<file path="src/rtl/hazard_ctrl.sv">
// hazard_ctrl: stall/flush control for a 5-stage pipeline; HAZARD_FWD_EN selects load-use-only hazards
module hazard_ctrl (
  input  logic        clk,
  input  logic        rst_n,
  input  logic [31:0] id_instr,
  input  logic        id_valid,
  input  logic [4:0]  ex_rd,
  input  logic [4:0]  mem_rd,
  input  logic        ex_regwrite,
  input  logic        mem_regwrite,
  input  logic        ex_memread,
  input  logic        ex_redirect,
  input  logic        cnt_clr,
  output logic        pc_stall,
  output logic        ifid_stall,
  output logic        idex_bubble,
  output logic        ifid_flush,
  output logic [1:0]  ctrl_state,
  output logic [15:0] stall_cycles,
  output logic [15:0] flush_count
);
  typedef enum logic [1:0] {RUN = 2'b00, STALL = 2'b01, FLUSH = 2'b10} state_t;
  state_t state, state_nx;
  logic [6:0] op;
  logic [4:0] rs1, rs2;
  logic use_rs1, use_rs2, hit_rs1, hit_rs2, hazard;
  logic pc_stall_c, ifid_stall_c, idex_bubble_c, ifid_flush_c;
  assign op      = id_instr[6:0];
  assign rs1     = id_instr[19:15];
  assign rs2     = id_instr[24:20];
  assign use_rs2 = op inside {7'b0110011, 7'b0100011, 7'b1100011};
  assign use_rs1 = use_rs2 || (op inside {7'b0000011, 7'b0010011, 7'b1100111});
`ifdef HAZARD_FWD_EN
  // forwarding covers everything except a load feeding the very next instruction
  assign hit_rs1 = ex_memread && ex_regwrite && ex_rd == rs1;
  assign hit_rs2 = ex_memread && ex_regwrite && ex_rd == rs2;
`else
  // no forwarding: wait until producers in EX and MEM have reached WB
  assign hit_rs1 = (ex_regwrite && ex_rd == rs1) || (mem_regwrite && mem_rd == rs1);
  assign hit_rs2 = (ex_regwrite && ex_rd == rs2) || (mem_regwrite && mem_rd == rs2);
`endif
  assign hazard = id_valid && state != FLUSH &&
                  ((use_rs1 && rs1 != 5'd0 && hit_rs1) || (use_rs2 && rs2 != 5'd0 && hit_rs2));
  // next state and Mealy controls; a redirect overrides any hazard
  always_comb begin
    state_nx      = ex_redirect ? FLUSH : hazard ? STALL : RUN;
    pc_stall_c    = !ex_redirect && hazard;
    ifid_stall_c  = !ex_redirect && hazard;
    idex_bubble_c = ex_redirect || hazard;
    ifid_flush_c  = ex_redirect;
  end
  // controls are forced low asynchronously while reset is held
  assign pc_stall    = rst_n & pc_stall_c;
  assign ifid_stall  = rst_n & ifid_stall_c;
  assign idex_bubble = rst_n & idex_bubble_c;
  assign ifid_flush  = rst_n & ifid_flush_c;
  assign ctrl_state  = state;
  // state register
  always_ff @(posedge clk or negedge rst_n)
    if (!rst_n) state <= RUN;
    else        state <= state_nx;
  // saturating performance counters, clear wins over increment
  always_ff @(posedge clk or negedge rst_n)
    if (!rst_n) begin
      stall_cycles <= '0;
      flush_count  <= '0;
    end else if (cnt_clr) begin
      stall_cycles <= '0;
      flush_count  <= '0;
    end else begin
      if (pc_stall && !(&stall_cycles)) stall_cycles <= stall_cycles + 16'd1;
      if (ifid_flush && !(&flush_count)) flush_count <= flush_count + 16'd1;
    end
endmodule

</file>
<file path="config.mk">
export PLATFORM = sky130hd
export DESIGN_NAME = hazard_ctrl
export DESIGN_NICKNAME = d
export VERILOG_FILES = /design/src/rtl/hazard_ctrl.sv
export SDC_FILE = /design/constraint.sdc
export NUM_CORES = 1
export LEC_CHECK = 0
export CAP_MARGIN = 20
export CORE_ASPECT_RATIO = 1.4
export CORE_MARGIN = 8
export CORE_UTILIZATION = 35
export DETAILED_ROUTE_END_ITERATION = 7
export PLACE_DENSITY = 0.67
export SLEW_MARGIN = 0
export SYNTH_ARGS = -nofsm -noshare
export SYNTH_HDL_FRONTEND = slang
export SYNTH_SLANG_ARGS = --single-unit
</file>
<file path="constraint.sdc">
create_clock -name clk -period 3.1 [get_ports clk]
set_input_delay 0.775 -clock clk [delete_from_list [all_inputs] [get_ports clk]]
set_output_delay 0.775 -clock clk [all_outputs]
set_load 0.005 [all_outputs]
</file>
======== Yosys cells after proc, flatten, opt, wreduce, memory -nomap -nowiden ========
Index checks and enable logic that the tools add are counted.
storage, ports and cells
  output and inout port bits .............. 38
  input port bits ......................... 50
  logic and storage cells ................. 54
  bits in registers ....................... 34
operators by class
  bitwise operators ....................... 3
  reductions and logical operators ........ 29
  equality and inequality tests ........... 11
  mux-type cells .......................... 6
  add/subtract/negate cells ............... 2
operators with widths
  kind                                                 number
  2-to-1 mux 16 bit                                    4
  adder 16 x 1 -> 16 bit, second input constant        2
  AND reduction 16 bit                                 2
  equality test 5 bit                                  4
  equality test 7 x 6 -> 1 bit, second input constant  2
  equality test 7 bit, second input constant           2
  logical AND 1 bit                                    13
  nonzero test 5 bit                                   2
  equality test 7 x 2 -> 1 bit, second input constant  1
  equality test 7 x 5 -> 1 bit, second input constant  1
  nonzero test 3 bit                                   2
  logical OR 1 bit                                     5
  nonzero test 2 bit                                   2
  AND 1 bit                                            3
  zero test 1 bit                                      3
  2-to-1 mux 2 bit                                     1
  inequality test 2 bit, second input constant         1
  2-to-1 mux 1 bit                                     1

======== Longest topological paths before layout ========
  word-level depth ........................ 12
  gate-level depth with buffers ........... 7
  depth with buffers taken out ............ 7

======== Worst setup path after synthesis ========
OpenSTA, ideal clock, no wires.
  path type ............................... input to output
  from .................................... input id_instr[15]
  to ...................................... output pc_stall
  path buffers ............................ 1
  stages .................................. 7
  slack ................................... 0.315 ns
  arrival ................................. 2.010 ns
  data required time ...................... 2.325 ns
  cell sequence ........................... or4_1 nor2_1 nor3_1 a22oi_1 nor2_1 and2_1 buf_4
between the ends
  word-level cells in the longest chain between the ends .. 8
  elaborated cells on any way between the ends .. 12
  classes of those cells .................. eq/ne: 2; bitwise: 1; reduce/logical: 9
RTL lines
  what                 line  source
  start: declaration   5     input logic [31:0] id_instr,
  equality test 5 bit  39    assign hit_rs1 = (ex_regwrite && ex_rd == rs1) || (mem_regwrite && mem_rd == rs1);
  logical AND 1 bit    39
  logical OR 1 bit     39
  logical AND 1 bit *  43    ((use_rs1 && rs1 != 5'd0 && hit_rs1) || (use_rs2 && rs2 != 5'd0 && hit_rs2));
  logical OR 1 bit *   43
  logical AND 1 bit *  42    assign hazard = id_valid && state != FLUSH &&
  logical AND 1 bit *  -
  AND 1 bit *          -
  end: declaration     14    output logic pc_stall,
Mark *: on every way between the ends. The rest lies on a longest branch, timed or not.

======== Worst setup path in the final report ========
  from .................................... input id_instr[6]
  to ...................................... output ifid_stall
between the ends
  word-level cells in the longest chain between the ends .. 9
  elaborated cells on any way between the ends .. 17
  classes of those cells .................. eq/ne: 6; bitwise: 1; reduce/logical: 10
RTL lines
  what                                                        line    source
  equality test 7 x 6 -> 1 bit, or another cell as far along  31      assign use_rs2 = op inside {7'b0110011, 7'b0100011, 7'b1100011};
  nonzero test 3 bit, on equally long branches                31, 32
  logical OR 1 bit                                            32      assign use_rs1 = use_rs2 || (op inside {7'b0000011, 7'b0010011, 7'b1100111});
  logical AND 1 bit (2 in series)                             43
  logical OR 1 bit *                                          43
  logical AND 1 bit *                                         42
  logical AND 1 bit *                                         48      ifid_stall_c = !ex_redirect && hazard;
  AND 1 bit *                                                 54      assign ifid_stall = rst_n & ifid_stall_c;
  end: declaration                                            15      output logic ifid_stall,
Marked as above.

==> metrics.md <==
| Metric | Value |
|---|---|
| Status | `complete, no violations` |
| CP required | `2.32 ns` |
| Antenna Nets Post-Route | `0` |
| Hold Path Class | `in2async` |
| Worst-path clk slew | `0.06 ns` |
| H-tree levels | `2` |
| Total CTS buffers | `5` |
| Setup WS post-layout | `0.0514 ns` |
| Routed length on met2 | `3440 um` |
| Maxcap violations | `0` |
| Top cell type's share of synthesized area | `39.0%` |
| Hold_ws | `0.299 ns` |
| Routed wl met3 | `488 um` |
| Slew HR | `50.6%` |
| Layout area overhead | `51.9%` |
| Top cells by area, synth | `dfrtp_1, xnor2_1, nor2_1, xor2_1, nand2_1` |
| Register area share after synthesis | `39.0%` |
| CP startpoint kind | `primary input` |
| Cts hold-fix bufs | `0` |
| Avg Cell Area, Syn | `8.94 sq um` |
| Register bit count reported by yosys | `34` |
| Post-Route Skew | `0.00558 ns` |
| Yosys warns | `0` |
| Port bufs | `71` |
| Commonest cells in the netlist | `nor2_1, dfrtp_1, xnor2_1` |
| Pwr dens | `282 nW/um^2` |
| WS Path Type | `in2out` |
| CTS sink cnt | `34` |
| Die height | `109 um` |
| Placement Setup Slack | `-0.575 ns` |
| DIE AREA | `9050 sq um` |
| LEAKAGE | `1.37 nW` |
| Drt pass-1 iters | `4` |
| Comb power frac | `15.6%` |
| WP data arrival | `2.27 ns` |
| Ports | `88` |
| Post-synth ARST share | `100%` |
| Reg power frac | `48.0%` |
| Peak Freq | `328 MHz` |
| Tcrit/Tclk final | `98.3%` |
| Top routing layer used | `met4` |
| DR iter-0 viols | `50` |
| Endpoint class of the critical path | `output pin` |
| Post-synth EDFFs | `0` |
| Remaining DRCs | `0` |
| Layout cells sized above 1 | `19.2%` |
| Starting density of the core | `35.6%` |
| Post-Syn Area | `2180 sq um` |
| Vias | `2201` |
| NetSw | `0.230 mW` |
| Synth unique cells | `42` |
| WL final | `6670 um` |
| Post-Syn Instances | `244` |
| Post-synth top flop | `dfrtp_1` |
| Max FO, Critical Path | `3` |
| Routability congestion estimate from global placement | `0.880` |
| R2r worst-path depth | `8` |
| CTS tree | `yes` |
| Die Wd | `82.7 um` |
| Int Pwr | `0.703 mW` |
| Cell with the most instances after synthesis | `nor2_1` |
| Skew-Pair Late Insertion Delay | `0.29 ns` |
| Met1 wire length | `2560 um` |
| Pwr Total | `0.933 mW` |
| Drt via density | `5.29` |
| # nets final | `394` |
| Final Hold Viols | `0` |
| VDD IR max | `0.000242 V` |
| Vias in the first global route | `2214` |
| Syn Nets | `296` |
| Root Driver | `clkbuf_8` |
| FP Rows | `34` |
| Avg WL per Cell | `16.0 um` |
| Core box area | `6130 sq um` |
| Setup violators final | `0` |
| Cell area after layout | `3310 sq um` |
| Total gr overflow | `0` |
| Pin count of the biggest net entering global routing | `33` |
| Post-DP Area | `3110 sq um` |
| Clock share of power | `36.4%` |
| Minimum clock period after layout | `3.05 ns` |
| First-pass GRT wire length | `10500 um` |
| Worst Tran Pin Value | `0.739 ns` |
| Fin. max-slew vios | `0` |
| Switching share of power | `24.6%` |
| Initial antenna violation count | `1` |
| Synth area leader | `dfrtp_1` |
| Post-DP HPWL | `4850 um` |
| GRT Util Overall | `14.6%` |
| Filler cells | `596` |
| Clk buf depth | `2` |
power by group through the flow:
stage	Sequential (mW)	Clock (mW)	Combinational, mW
after global routing	0.448	0.366	0.159
after CTS	0.448	0.355	0.144
after global placement	0.457	0	0.143
after detailed placement	0.457	0	0.145
final	0.448	0.339	0.145
after floorplan	0.457	0	0.0474
worst max-delay path: stages:
cell and delay (ns):
clkdlybuf4s50_1 0.43, a221o_1 0.38, nor3_2 0.22, a22oi_2 0.12
nor2_2 0.11, and2_4 0.15, buf_2 0.10
through the flow:
step	cells	utilization, %	setup TNS [ns]
detailed placement	401	50.8	-2.53
CTS	412	53.0	0
global placement	401	50.8	-2.08
finish	416	54.1	0
floorplan	244	-	0
global route	416	54.1	-0.0479
cell families (layout without fill, tap and decap cells):
kind of cell | after synthesis | in the layout | share of synthesized area (%)
other cells | 0 | 1 | 0
xor+xnor | 34 | 34 | 13.7
buf+inv | 16 | 115 | 3.38
fa+ha+maj | 2 | 2 | 1.15
flops | 34 | 34 | 39.0
compound gates | 25 | 25 | 7.80
mux | 10 | 10 | 5.11
simple gates | 123 | 123 | 29.9
flip-flops by register name (all words and copies together) (netlist names):
register,flops
ctrl_state,2
flush_count,16
stall_cycles,16
cell usage in the layout, fill, tap and decap left out, types with 4 or more instances in the layout:
| cell type | count |
|---|---|
| nor2_1 | 33 |
| dlymetal6s2s_1 | 6 |
| and4_1 | 4 |
| clkdlybuf4s50_1 | 47 |
| nor2b_1 | 6 |
| and3_1 | 4 |
| buf_2 | 4 |
| mux2_2 | 6 |
| nand2_1 | 19 |
| nor3_1 | 5 |
| clkbuf_8 | 6 |
| inv_1 | 7 |
| dfrtp_1 | 34 |
| dlygate4sd2_1 | 11 |
| xnor2_1 | 24 |
| nand4_1 | 10 |
| nand3_1 | 12 |
| a21oi_1 | 9 |
| or4_1 | 4 |
| xor2_1 | 10 |
| buf_4 | 28 |
worst paths after layout:
kind | end | from | slack [ns]
worst max-delay path | ifid_stall | id_instr[6] | 0.05
worst min-delay path | ctrl_state[0]$_DFF_PN0_ | rst_n | 0.30
worst max register to register | stall_cycles[9]$_DFFE_PN0P_ | ctrl_state[1]$_DFF_PN0_ | 0.66
worst min register to register | flush_count[10]$_DFFE_PN0P_ | flush_count[10]$_DFFE_PN0P_ | 0.56
max in group asynchronous | stall_cycles[4]$_DFFE_PN0P_ | rst_n | 2.18
min in group clk | flush_count[10]$_DFFE_PN0P_ | flush_count[10]$_DFFE_PN0P_ | 0.56
final cells by class:
class	count	area [sq um]	share of cell area [%]
multi-input combinational	194	1330	40.1
sequential	34	851	25.7
inverter	7	26.3	0.793
clock buffer	7	86.3	2.61
antenna	1	2.50	0.0755
tap	72	90.1	2.72
clock inverter	1	5.00	0.151
timing repair buffer	100	922	27.8
what timing repair did:
| action | CTS | global route |
|---|---|---|
| setup endpoints to repair | 3 | 5 |
| pin swaps | 10 | 7 |
| buffers inserted | 3 | 3 |
| resized for setup | 38 | 15 |
layer usage:
metal	up-vias	global-route usage [%]
met5	-	0
met4	0	7.80
met3	10	3.11
met2	61	24.9
met1	1071	16.5
li1	1059	-
(Power assumes the default switching activity.)
